### src/rtl/accum_write_sequencer.sv
// Generates accumulator-table write strobes, row indices and tile (m,n) positions for one
// tiled matrix multiply, counting rows as they leave the systolic array (n inner, m outer).
module accum_write_sequencer #(
   parameter int MAX_OUT_ROWS  = 128,
   parameter int MAX_OUT_COLS  = 128,
   parameter int SYS_ARR_ROWS  = 16,
   parameter int SYS_ARR_COLS  = 16,
   parameter int NUM_SUBMATS_M = MAX_OUT_ROWS / SYS_ARR_ROWS,
   parameter int NUM_SUBMATS_N = MAX_OUT_COLS / SYS_ARR_COLS,
   parameter int CW            = $clog2(SYS_ARR_ROWS),
   parameter int MW            = $clog2(NUM_SUBMATS_M),
   parameter int NW            = $clog2(NUM_SUBMATS_N)
) (
   input  logic          clk,
   input  logic          reset,
   input  logic          start,
   input  logic [MW-1:0] m_last,
   input  logic [NW-1:0] n_last,
   input  logic          row_valid,
   input  logic          abort,
   output logic          wr_en,
   output logic [CW-1:0] sys_arr_count,
   output logic [MW-1:0] submat_m,
   output logic [NW-1:0] submat_n,
   output logic          busy,
   output logic          done,
   output logic          overrun
);

   typedef enum logic {IDLE = 1'b0, RUN = 1'b1} state_t;

   localparam logic [CW-1:0] LAST_CNT = CW'(SYS_ARR_ROWS - 1);

   state_t        r_state;
   logic [CW-1:0] r_cnt;
   logic [MW-1:0] r_m;
   logic [NW-1:0] r_n;
   logic [MW-1:0] r_m_last;
   logic [NW-1:0] r_n_last;

   logic w_tile_end;
   logic w_row_end;
   logic w_final;

   assign w_tile_end = (r_cnt == LAST_CNT);
   assign w_row_end  = w_tile_end && (r_n == r_n_last);
   assign w_final    = w_row_end && (r_m == r_m_last);

   always_ff @(posedge clk or negedge reset) begin
      if (!reset) begin
         r_state       <= IDLE;
         r_cnt         <= '0;
         r_m           <= '0;
         r_n           <= '0;
         r_m_last      <= '0;
         r_n_last      <= '0;
         wr_en         <= 1'b0;
         sys_arr_count <= '0;
         submat_m      <= '0;
         submat_n      <= '0;
         busy          <= 1'b0;
         done          <= 1'b0;
         overrun       <= 1'b0;
      end else begin
         wr_en <= 1'b0;
         done  <= 1'b0;
         case (r_state)
            IDLE: begin
               if (row_valid) overrun <= 1'b1;
               // An accepted start clears overrun even if a stray row arrives in the same cycle.
               if (start && !abort) begin
                  r_state  <= RUN;
                  busy     <= 1'b1;
                  r_cnt    <= '0;
                  r_m      <= '0;
                  r_n      <= '0;
                  r_m_last <= m_last;
                  r_n_last <= n_last;
                  overrun  <= 1'b0;
               end
            end
            RUN: begin
               if (abort) begin
                  r_state <= IDLE;
                  busy    <= 1'b0;
               end else if (row_valid) begin
                  wr_en         <= 1'b1;
                  sys_arr_count <= r_cnt;
                  submat_m      <= r_m;
                  submat_n      <= r_n;
                  if (w_final) begin
                     r_state <= IDLE;
                     busy    <= 1'b0;
                     done    <= 1'b1;
                  end else begin
                     r_cnt <= r_cnt + 1'b1;
                     if (w_tile_end) begin
                        r_n <= w_row_end ? '0 : r_n + 1'b1;
                        if (w_row_end) r_m <= r_m + 1'b1;
                     end
                  end
               end
            end
            default: r_state <= IDLE;
         endcase
      end
   end

endmodule

### config.mk
export PLATFORM = sky130hd
export DESIGN_NAME = accum_write_sequencer
export DESIGN_NICKNAME = d
export VERILOG_FILES = /design/src/rtl/accum_write_sequencer.sv
export SDC_FILE = /design/constraint.sdc
export NUM_CORES = 1
export LEC_CHECK = 0
export ABC_AREA = 1
export BUFFER_PORTS_ARGS = -buffer_cell sky130_fd_sc_hd__buf_4
export CAP_MARGIN = 20
export CELL_PAD_IN_SITES_DETAIL_PLACEMENT = 1
export CELL_PAD_IN_SITES_GLOBAL_PLACEMENT = 1
export CORE_UTILIZATION = 31
export DETAILED_ROUTE_END_ITERATION = 8
export GPL_TIMING_DRIVEN = 1
export PLACE_DENSITY = 0.71
export SETUP_SLACK_MARGIN = 0.05
export SYNTH_ARGS = -nofsm -noshare
export SYNTH_HDL_FRONTEND = slang
export SYNTH_SLANG_ARGS = --single-unit
### constraint.sdc
create_clock -name clk -period 2.05 [get_ports clk]
set_clock_uncertainty 0.1 [all_clocks]
set_input_delay 0.41 -clock clk [delete_from_list [all_inputs] [get_ports clk]]
set_output_delay 0.41 -clock clk [all_outputs]
set_load 0.1 [all_outputs]
==> reports/summary.txt <==
GR Util met1 = 18.3%
count of final setup violators = 0
height of the die = 70.9 microns
pwr dens = 1420 mW/mm^2
initial detailed-routing violation count = 63
count of pins on the block boundary = 25
Rows = 24
flip-flop and latch count after synthesis = 31
fraction of synthesis flops using an asynchronous set or reset pin = 100%
post-cts repair resize count = 0
Synth area leaders = sky130_fd_sc_hd__dfrtp_1, sky130_fd_sc_hd__nand2_1, sky130_fd_sc_hd__nand3_1
number of CTS-inserted buffers = 5
Static Leak = 0.930 nW
Final Max Tran Viols = 0
Avg Cell Area, Syn = 8.96 sq um
post-route cell area = 0.00181 sq mm
post-route DRC violation count = 6
wire length of the first global-routing pass = 5430 microns
count of fill cells added during filler insertion = 546
cell taking the most area after synthesis = sky130_fd_sc_hd__dfrtp_1
IR Drop Worst-Case VDD = 0.563 mV
CTS tree = done
die area = 0.00502 sq mm
met2 capacity usage during global routing = 21.6%
Top FF cell, synth = sky130_fd_sc_hd__dfrtp_1
launch instance of the worst register-to-register path = r_cnt[0]
HPWL reported at the end of detailed placement = 2220 microns
endpoint of the worst register-to-register path = r_m[1]
first element of the critical path = r_cnt[0]
vias in the first global route = 1,140
Worst Tran Pin Value = 0.440 ns
Rel. slew slack = 70.4%
CP Class = reg2reg
count of flip-flops with a built-in enable after synthesis = 0
Clk Tree Root Cell = sky130_fd_sc_hd__clkbuf_8
global routing usage summed across all routing layers = 14.1%
number of antenna violations at the first check in global routing = 0
most crowded layer after global routing = met2
setup bufs post-CTS = 0
multi-input gate area in the final layout = 602 sq um
part of the cycle the worst path needs = 85.5%
die span in x = 70.9 microns
CP arrival = 1.83 ns
CORE AREA = 0.00444 sq mm
proportion of netlist area held by the largest area contributor = 52.8%
maximum number of pins on one net before global-route repair = 32
most used standard cells in the synthesized netlist = sky130_fd_sc_hd__nand2_1, sky130_fd_sc_hd__dfrtp_1, sky130_fd_sc_hd__inv_1, sky130_fd_sc_hd__nor2_1
layout net count = 209
setup repair after global routing missed its margin = false
fmax = 0.571 GHz
first-pass iteration count of the detailed router = 8
clock insertion delay at the later pin of the skew report = 0.28 ns
maximum fanout along the worst path = 7
Buffers on Ports = 24
most frequent cell after synthesis = sky130_fd_sc_hd__nand2_1
layout cell share with drive strength beyond 1 = 26.0%
Final Critical Period = 1.75 ns
Hold Fails Final Rpt = 0
number of H-tree levels = 2
crit path launch type = flip-flop
worst setup slack after layout = 0.297 ns
fraction of the yosys area taken by sequential cells = 52.8%
detailed-route via count = 1,141
met3 global-route usage = 4.70%
CTS Buffer Depth = 2
violated checks = design-rule violations
post-synth net total = 178
Post-Place Setup Slack = 0.313 ns
Placer Congestion = 0.774
Post-Place Cell Area = 0.00170 sq mm
run status = complete, but fails checks
area growth from synthesis to layout = 23.1%
Inserted Diodes = 0
count of mapped cells out of synthesis = 164
Netlist Area Pre-Place = 0.00147 sq mm
termination of the worst setup path = r_m[1]
endpoint required time on the critical path = 2.13 ns
clock transition at the register clock pins on the worst setup and hold paths after CTS = 0.06 ns
area used by sequential logic in the layout = 776 sq um
count of nets left with antenna violations after detail routing = 0
hold buffer count at CTS = 1
number of synthesis warnings = 0
total global routing overflow = 0
detailed-route wire length per cell = 12.4 microns
class of the worst hold path = in2reg
number of max-cap violations = 0
final wirelength = 3070 microns
length in cells of the worst reg-to-reg path = 8
type of destination of the critical path = flip-flop
final sum of negative setup slack = 0 ns
Vias per Instance = 4.60
number of sinks handled by clock tree synthesis = 31
Unique masters post-synth = 23
effective utilization at floorplan = 33.1%
flop2flop setup slack = 0.30 ns
[critical path, cell delays in order, from the launching register on]
cell and delay, ns:
sky130_fd_sc_hd__dfrtp_1 0.41, sky130_fd_sc_hd__ha_1 0.21, sky130_fd_sc_hd__nand2_2 0.08, sky130_fd_sc_hd__nor2_2 0.09
sky130_fd_sc_hd__nand3_2 0.08, sky130_fd_sc_hd__o21ai_1 0.39, sky130_fd_sc_hd__nand2_1 0.16, sky130_fd_sc_hd__nand2_1 0.08
sky130_fd_sc_hd__nand2_1 0.05
[layer usage]
metal	share of wire (%)	vias to the layer above	routed length (microns)
met4	1.8	0	55
met1	49	536	1500
met5	0	-	0
met2	45	25	1370
met3	4.5	5	137
li1	-	575	-
[worst min path at each step]
| stage | startpoint | endpoint | slack [ns] | cells past startpoint |
|---|---|---|---|---|
| 5_1_grt | m_last[2] | r_m_last[2] | 0.22 | 3 |
| 4_1_cts | m_last[2] | r_m_last[2] | 0.21 | 3 |
| 2_1_floorplan | reset | busy | 0.01 | 0 |
| 3_5_place_dp | reset | sys_arr_count[1] | 0.28 | 1 |
| 6_report | m_last[2] | r_m_last[2] | 0.22 | 3 |
| 3_3_place_gp | reset | sys_arr_count[2] | 0.27 | 1 |
[cell type report]
| class | instances | share of cell area, % |
|---|---|---|
| Clock buffer | 8 | 5.53 |
| Inverter | 15 | 3.80 |
| Multi-Input combinational cell | 116 | 33.3 |
| Sequential cell | 31 | 42.9 |
| Tap cell | 52 | 3.60 |
| Timing Repair Buffer | 26 | 10.9 |
[logic make-up (layout without fill, tap and decap cells)]
| group | count (synthesis) | after routing | synth area share, % |
|---|---|---|---|
| AO/OA/AOI/OAI | 15 | 15 | 6.21 |
| XOR/XNOR | 7 | 7 | 4.17 |
| adder cells (fa/ha/maj) | 3 | 3 | 2.55 |
| buffers and inverters | 17 | 49 | 6.30 |
| flip-flops | 31 | 31 | 52.8 |
| AND/OR/NAND/NOR | 91 | 91 | 28.0 |
[registers in the layout, summed over array words and instances, names as in the netlist]
register,cells
done,1
r_state,1
wr_en,1
r_m_last,3
r_m,3
busy,1
r_n,3
r_cnt,4
submat_m,3
overrun,1
r_n_last,3
sys_arr_count,4
submat_n,3
[layout by cell type (no fill, tap or decap)]
cell	netlist	final
sky130_fd_sc_hd__a31oi_1	1	1
sky130_fd_sc_hd__buf_4	0	25
sky130_fd_sc_hd__clkbuf_1	1	1
sky130_fd_sc_hd__clkbuf_8	0	7
sky130_fd_sc_hd__clkinv_8	1	1
sky130_fd_sc_hd__dfrtp_1	31	31
sky130_fd_sc_hd__dlygate4sd3_1	0	1
sky130_fd_sc_hd__ha_1	3	3
sky130_fd_sc_hd__inv_1	11	11
sky130_fd_sc_hd__inv_2	3	3
sky130_fd_sc_hd__nand2_1	57	57
sky130_fd_sc_hd__nand2_2	5	5
sky130_fd_sc_hd__nand2_4	3	3
sky130_fd_sc_hd__nand3_1	10	10
sky130_fd_sc_hd__nand3_2	1	1
sky130_fd_sc_hd__nor2_1	11	11
sky130_fd_sc_hd__nor2_2	2	2
sky130_fd_sc_hd__nor2_4	1	1
sky130_fd_sc_hd__nor3b_1	1	1
sky130_fd_sc_hd__o21ai_0	10	10
sky130_fd_sc_hd__o21ai_1	1	1
sky130_fd_sc_hd__o21ai_2	2	2
sky130_fd_sc_hd__o22ai_2	1	1
sky130_fd_sc_hd__xnor2_1	5	5
sky130_fd_sc_hd__xor2_1	2	2
[metrics by stage]
stage | std cells | hold slack, ns | total power [mW] | util (%)
after floorplan | 164 | 0.0144 | 1.80 | -
after global placement | 239 | 0.270 | 2.04 | 38.2
after detailed placement | 239 | 0.275 | 2.06 | 38.2
after CTS | 248 | 0.210 | 2.61 | 40.7
after global routing | 248 | 0.223 | 2.72 | 40.7
final | 248 | 0.220 | 2.57 | 40.7
[power breakdown]
| group | internal (mW) | leakage [nW] | switching (mW) | total, mW |
|---|---|---|---|---|
| clock | 0.306 | 0.0515 | 0.225 | 0.531 |
| combinational | 0.279 | 0.470 | 0.838 | 1.12 |
| sequential | 0.777 | 0.409 | 0.146 | 0.922 |
| total | 1.36 | 0.930 | 1.21 | 2.57 |
Note: power is estimated with default switching activity, not from simulation.
